### src/rtl/fft_mdc_pkg.sv
// Shared constants, stage-delay helper and FSM state type for the 32-point MDC FFT stage controllers.
package fft_mdc_pkg;

    localparam int N_FFT = 32;
    localparam int LOG2N = 5;

    typedef enum logic [1:0] {
        IDLE,
        FILL,
        RUN,
        FLUSH
    } mdc_state_t;

    // Delay-line depth of a stage: 8,4,2,1 for stages 0..3 and none for the last stage.
    function automatic int stage_delay(input int stage, input int n = N_FFT);
        return (stage >= LOG2N - 1) ? 0 : n / (4 << stage);
    endfunction

endpackage

### src/rtl/mdc_pair_counter.sv
// Pair index counter: increments on enable, synchronous load-to-zero, natural wrap at 2^W.
module mdc_pair_counter #(
    parameter int W = 4
) (
    input  logic         clk,
    input  logic         rst,
    input  logic         en,
    input  logic         clr,
    output logic [W-1:0] cnt
);

    logic [W-1:0] cnt_q, cnt_d;

    // clr together with en yields 1: the SOF pair takes index 0 and the next pair is 1.
    always_comb begin
        cnt_d = clr ? '0 : cnt_q;
        if (en) begin
            cnt_d = cnt_d + W'(1);
        end
    end

    // NOTE: sequential state uses non-blocking assignments so all flops sample the same edge.
    always_ff @(posedge clk or posedge rst) begin
        if (rst) begin
            cnt_q <= '0;
        end else begin
            cnt_q <= cnt_d;
        end
    end

    assign cnt = cnt_q;

endmodule

### src/rtl/mdc_stage_ctrl.sv
// Per-stage sequencer for one radix-2 MDC FFT stage: fill, run, stall, flush and datapath controls.
// The sticky misaligned-SOF flag is built only when MDC_CTRL_ERR_EN is defined.
module mdc_stage_ctrl
    import fft_mdc_pkg::*;
#(
    parameter int N     = N_FFT,
    parameter int STAGE = 0,
    parameter int TW_W  = 4
) (
    input  logic            clk,
    input  logic            rst,
    input  logic            cfg_bypass,
    input  logic            in_valid,
    input  logic            in_sof,
    input  logic            in_last,
    input  logic            err_clr,
    output logic            butter_mode,
    output logic            dl_en,
    output logic            comm_sel,
    output logic [TW_W-1:0] tw_addr,
    output logic            out_valid,
    output logic            out_sof,
    output logic            busy,
    output logic            err_sof
);

    localparam int              D       = stage_delay(STAGE, N);
    localparam int              CBIT    = (D > 1) ? $clog2(D) : 0;
    localparam int              FW      = $clog2(N / 4 + 1);
    localparam logic [TW_W-1:0] TW_MASK = TW_W'((N / 2 >> STAGE) - 1);
    localparam logic [TW_W-1:0] D_IDX   = TW_W'(D);
    localparam logic [FW-1:0]   D_F     = FW'(D);

    mdc_state_t      state_q, state_d;
    logic [FW-1:0]   fcnt_q, fcnt_d;
    logic [TW_W-1:0] tw_addr_q, tw_addr_d;
    logic            dl_en_q, dl_en_d;
    logic            comm_sel_q, comm_sel_d;
    logic            out_valid_q, out_valid_d;
    logic            out_sof_q, out_sof_d;
    logic            busy_q, busy_d;
    logic            butter_mode_q;

    logic [TW_W-1:0] cnt_q;
    logic [TW_W-1:0] idx;
    logic            cnt_en, cnt_clr, upd;

    mdc_pair_counter #(.W(TW_W)) u_pair_counter (
        .clk (clk),
        .rst (rst),
        .en  (cnt_en),
        .clr (cnt_clr),
        .cnt (cnt_q)
    );

    // NOTE: every signal gets a default before the case so no path leaves one unassigned (no latches).
    always_comb begin
        state_d     = state_q;
        fcnt_d      = fcnt_q;
        cnt_en      = 1'b0;
        cnt_clr     = 1'b0;
        idx         = cnt_q;
        upd         = 1'b0;
        dl_en_d     = 1'b0;
        out_valid_d = 1'b0;

        case (state_q)
            IDLE: begin
                if (in_valid && in_sof) begin
                    cnt_en  = 1'b1;
                    cnt_clr = 1'b1;
                    idx     = '0;
                    upd     = 1'b1;
                    dl_en_d = 1'b1;
                    if (D == 0) begin
                        out_valid_d = 1'b1;
                        state_d     = in_last ? IDLE : RUN;
                    end else if (in_last) begin
                        fcnt_d  = D_F;
                        state_d = FLUSH;
                    end else begin
                        fcnt_d  = FW'(1);
                        state_d = (D == 1) ? RUN : FILL;
                    end
                end
            end
            FILL, RUN: begin
                if (in_valid) begin
                    cnt_en      = 1'b1;
                    cnt_clr     = in_sof;
                    idx         = in_sof ? '0 : cnt_q;
                    upd         = 1'b1;
                    dl_en_d     = 1'b1;
                    out_valid_d = (state_q == RUN);
                    if (in_last) begin
                        fcnt_d  = D_F;
                        state_d = (D == 0) ? IDLE : FLUSH;
                    end else if (state_q == FILL) begin
                        fcnt_d = fcnt_q + FW'(1);
                        if (fcnt_q + FW'(1) == D_F) begin
                            state_d = RUN;
                        end
                    end
                end
            end
            FLUSH: begin
                // Drain the delay line; the index keeps advancing as if phantom pairs arrived.
                cnt_en      = 1'b1;
                upd         = 1'b1;
                dl_en_d     = 1'b1;
                out_valid_d = 1'b1;
                fcnt_d      = fcnt_q - FW'(1);
                if (fcnt_q == FW'(1)) begin
                    state_d = IDLE;
                end
            end
            default: state_d = IDLE;
        endcase

        tw_addr_d  = tw_addr_q;
        comm_sel_d = comm_sel_q;
        out_sof_d  = 1'b0;
        if (upd) begin
            tw_addr_d  = (idx & TW_MASK) << STAGE;
            comm_sel_d = (D > 0) ? idx[CBIT] : 1'b0;
            out_sof_d  = out_valid_d && (idx == D_IDX);
        end

        busy_d = (state_d != IDLE);
    end

    always_ff @(posedge clk or posedge rst) begin
        if (rst) begin
            state_q       <= IDLE;
            fcnt_q        <= '0;
            tw_addr_q     <= '0;
            dl_en_q       <= 1'b0;
            comm_sel_q    <= 1'b0;
            out_valid_q   <= 1'b0;
            out_sof_q     <= 1'b0;
            busy_q        <= 1'b0;
            butter_mode_q <= 1'b0;
        end else begin
            state_q       <= state_d;
            fcnt_q        <= fcnt_d;
            tw_addr_q     <= tw_addr_d;
            dl_en_q       <= dl_en_d;
            comm_sel_q    <= comm_sel_d;
            out_valid_q   <= out_valid_d;
            out_sof_q     <= out_sof_d;
            busy_q        <= busy_d;
            butter_mode_q <= cfg_bypass;
        end
    end

`ifdef MDC_CTRL_ERR_EN
    logic err_q, err_d;
    logic err_set;

    // Set has priority over clear so an error in the clearing cycle is not lost.
    always_comb begin
        err_set = in_valid && ((state_q == IDLE && !in_sof) ||
                               ((state_q == FILL || state_q == RUN) && in_sof && cnt_q != '0));
        err_d   = err_clr ? 1'b0 : err_q;
        if (err_set) begin
            err_d = 1'b1;
        end
    end

    always_ff @(posedge clk or posedge rst) begin
        if (rst) begin
            err_q <= 1'b0;
        end else begin
            err_q <= err_d;
        end
    end

    assign err_sof = err_q;
`else
    logic err_clr_unused;
    assign err_clr_unused = err_clr;
    assign err_sof        = 1'b0;
`endif

    assign butter_mode = butter_mode_q;
    assign dl_en       = dl_en_q;
    assign comm_sel    = comm_sel_q;
    assign tw_addr     = tw_addr_q;
    assign out_valid   = out_valid_q;
    assign out_sof     = out_sof_q;
    assign busy        = busy_q;

endmodule
### config.mk
export PLATFORM = sky130hd
export DESIGN_NAME = mdc_stage_ctrl
export DESIGN_NICKNAME = d
export VERILOG_FILES = /design/src/rtl/fft_mdc_pkg.sv /design/src/rtl/mdc_pair_counter.sv /design/src/rtl/mdc_stage_ctrl.sv
export SDC_FILE = /design/constraint.sdc
export NUM_CORES = 1
export LEC_CHECK = 0
export BUFFER_PORTS_ARGS = -buffer_cell sky130_fd_sc_hd__buf_2
export CORE_UTILIZATION = 51
export CTS_CLUSTER_DIAMETER = 100
export DETAILED_ROUTE_END_ITERATION = 10
export PLACE_DENSITY = 0.73
export SLEW_MARGIN = 20
export SYNTH_ARGS = -nofsm -noshare
export SYNTH_HDL_FRONTEND = slang
export SYNTH_SLANG_ARGS = --single-unit
### constraint.sdc
create_clock -name clk -period 5.1 [get_ports clk]
set_input_delay 0.765 -clock clk [delete_from_list [all_inputs] [get_ports clk]]
set_output_delay 0.765 -clock clk [all_outputs]
set_load 0.05 [all_outputs]
==> flow_summary.json <==
{
  "finalSetupTns_ns": 0,
  "first_pass_iters": 4,
  "drcViolationCount": 0,
  "placed_area_sq_mm": 0.001240,
  "cts_root_buf": "clkbuf_4",
  "worst_pin_slew_ns": 0.7012,
  "place_congestion": 0.8562,
  "postCtsHoldBufs": 0,
  "synth_fp_nets": 142,
  "grt_overflow": 0,
  "power.leakage_uw": 0.0006064,
  "synth_area_sq_mm": 0.001179,
  "ant_nets": 0,
  "wirelength_um": 2232,
  "nNetsFinal": 154,
  "fin_crit_ns": 2.198,
  "combinationalPowerShare_pct": 57.2,
  "ys_warn_count": 0,
  "criticalPathCategory": "register to register",
  "fin_crit_sh_pct": 43.09,
  "endpoint_kind": "register",
  "htree_levels": 1,
  "synthCells": 126,
  "diodes": 0,
  "cts-resized-gates": 0,
  "start_util_pct": 53.80,
  "cp-start-kind": "register",
  "grt_first_pass_wirelength_um": 4036,
  "crit_arrival_ns": 2.39,
  "core_sq_mm": 0.002191,
  "first_global_vias": 922,
  "area_growth_pct": 7.538,
  "dieHeight_um": 50.08,
  "cts_buffers": 3,
  "p_seq_share_pct": 32.9,
  "final_common_cell": "dfrtp_1",
  "swShare_pct": 49.42,
  "fmax_ghz": 0.4550,
  "total_power_uw": 783.6,
  "antenna_found_initial": 0,
  "die-area_sq_mm": 0.002508,
  "clkTransAtPathRegs_ns": 0.11,
  "cts.sinks": 19,
  "wl_per_cell_um": 13.53,
  "rsz0062_at_grt": "false",
  "netlist.area_leader.share_pct": 40.34,
  "final-hold-violation-count": 0,
  "setup_viol": 0,
  "multi_input_area_sq_um": 620.6,
  "grt_max_degree": 20,
  "ys_types": 46,
  "register_area_sq_um": 475.5,
  "final_layout_size_suffix_gt1_share_pct": 16.79,
  "switchingPower_uw": 387.3,
  "drt_iter0_drc": 22,
  "outcome": "finished clean",
  "insertion_delay_ns": 0.29,
  "ys_ff_latch": 19,
  "mostFrequentLayoutCells": "19 x dfrtp_1, 15 x nand2_1, 15 x buf_2, 9 x ha_1, 8 x inv_1",
  "cts.path.max_buffers": 2,
  "post_synth.cell_area_avg_sq_um": 9.354,
  "worst_ep_required_time_ns": 5.29,
  "rows": 17,
  "hpwl_um": 1684,
  "track_usage_pct": 21.31,
  "viasPerCell": 5.661,
  "vias": 934,
  "power.ir.vdd_worst_mv": 0.4444,
  "path_max_fanout": 10,
  "ys_seq_area_share_pct": 40.34,
  "cap_viol_max_count": 0,
  "stdcell_area_sq_mm": 0.001267,
  "cts_tree": "built",
  "min_path_type": "register to register",
  "dieWidth_um": 50.08,
  "slew_headroom_pct": 53.20,
  "synth_area_leaders": "dfrtp_1 40%, ha_1 9.6%, nand2_1 4.8%, xor2_1 3.0%, nor2b_1 2.7%",
  "io_buffers": 15,
  "final_max_slew_viol_count": 0,
  "internal-power_uw": 396.3,
  "yosys.area.top_type": "dfrtp_1",
  "post_cts_buffers": 0,
  "p_clk_share_pct": 9.9,
  "fillers": 204,
  "power_density_mw_per_mm2": 618.2,
  "skew_ns": 0.002901,
  "io_pins": 18
}
-- per-stage QoR --
stage | setup WS [ns] | hold WS (ns) | std cells | utilization (%)
floorplan | 3.182 | 0.5014 | 126 | -
global placement | 3.000 | 0.4463 | 161 | 56.60
CTS | 2.927 | 0.4793 | 165 | 57.85
global route | 2.759 | 0.4948 | 165 | 57.85
finish | 2.902 | 0.4724 | 165 | 57.85
detailed placement | 2.937 | 0.4511 | 161 | 56.60
-- cell type report --
class	count	share of cell area (%)
clock buffer	3	1.777
clock inverter	1	0.3949
inverter	9	2.665
multi-input combinational	90	48.96
sequential	19	37.51
tap	28	2.764
timing repair buffer	15	5.923
-- logic make-up after synthesis --
family	after synthesis	share of synthesized area (%)
muxes	3	2.654
buffers and inverters	17	7.006
xor gates and xnor gates	5	3.715
AOI/OAI and AO/OA	28	16.99
adders and majority gates	9	9.554
DFF	19	40.34
and+or+nand+nor	44	19.43
other	1	0.3182
-- state kept, by name, indices dropped and copies added (netlist names) --
signal / cells
butter_mode: 1
dl_en: 1
tw_addr: 4
out_sof: 1
out_valid: 1
u_pair_counter.cnt: 4
busy: 1
state_q: 2
fcnt_q: 4
-- power by group through the flow --
stage,combinational (uW),sequential (uW),clock [uW]
floorplan,330,302,0
global placement,437,258,0
detailed placement,449,260,0
CTS,450,257,81.0
global route,500,268,84.9
finish,448,258,77.6
-- cells in the mapped netlist, drive strengths merged --
library cell,count
a21o,1
dfrtp,19
o21ai,5
mux2i,2
and2,1
nand3,5
a22oi,1
a31o,1
mux2,1
nor3,2
clkbuf,3
o31ai,3
ha,9
a221oi,1
o21a,2
a211oi,1
nor2b,5
nand3b,1
nand2b,4
nand4,1
o311ai,1
a21oi,3
nand2,15
inv,9
a21boi,1
a22o,1
xor2,4
buf,5
nor2,4
o22a,1
a32oi,1
xnor2,1
nor3b,3
nor4,1
a221o,1
a31oi,1
and3,1
conb,1
o21bai,2
o221ai,1
or3,1
-- worst paths after layout --
check	start	to	slack [ns]	depth (start not counted)
min in group asynchronous	rst	fcnt_q[1]	0.56	2
hold / removal	tw_addr[0]	tw_addr[0]	0.47	2
hold reg to reg	tw_addr[0]	tw_addr[0]	0.47	2
max in group asynchronous	rst	u_pair_counter.cnt[2]	4.10	2
setup / recovery	state_q[0]	u_pair_counter.cnt[1]	2.90	7
setup reg to reg	state_q[0]	u_pair_counter.cnt[1]	2.90	7
-- worst max-delay path, cell delays in order (launching register included) --
cell and delay, ns:
dfrtp_1 0.45, inv_1 0.11, ha_1 0.47, nor2_1 0.13
nor3b_2 0.28, nor2b_1 0.12, ha_1 0.27, mux2_2 0.26
-- metal layers --
metal	share of wire, %	global-route usage, %
met1	48	26.90
met2	48	35.78
met3	2.9	3.395
met4	0.76	8.571
met5	0	0
Power figures use the tool's default switching activity.
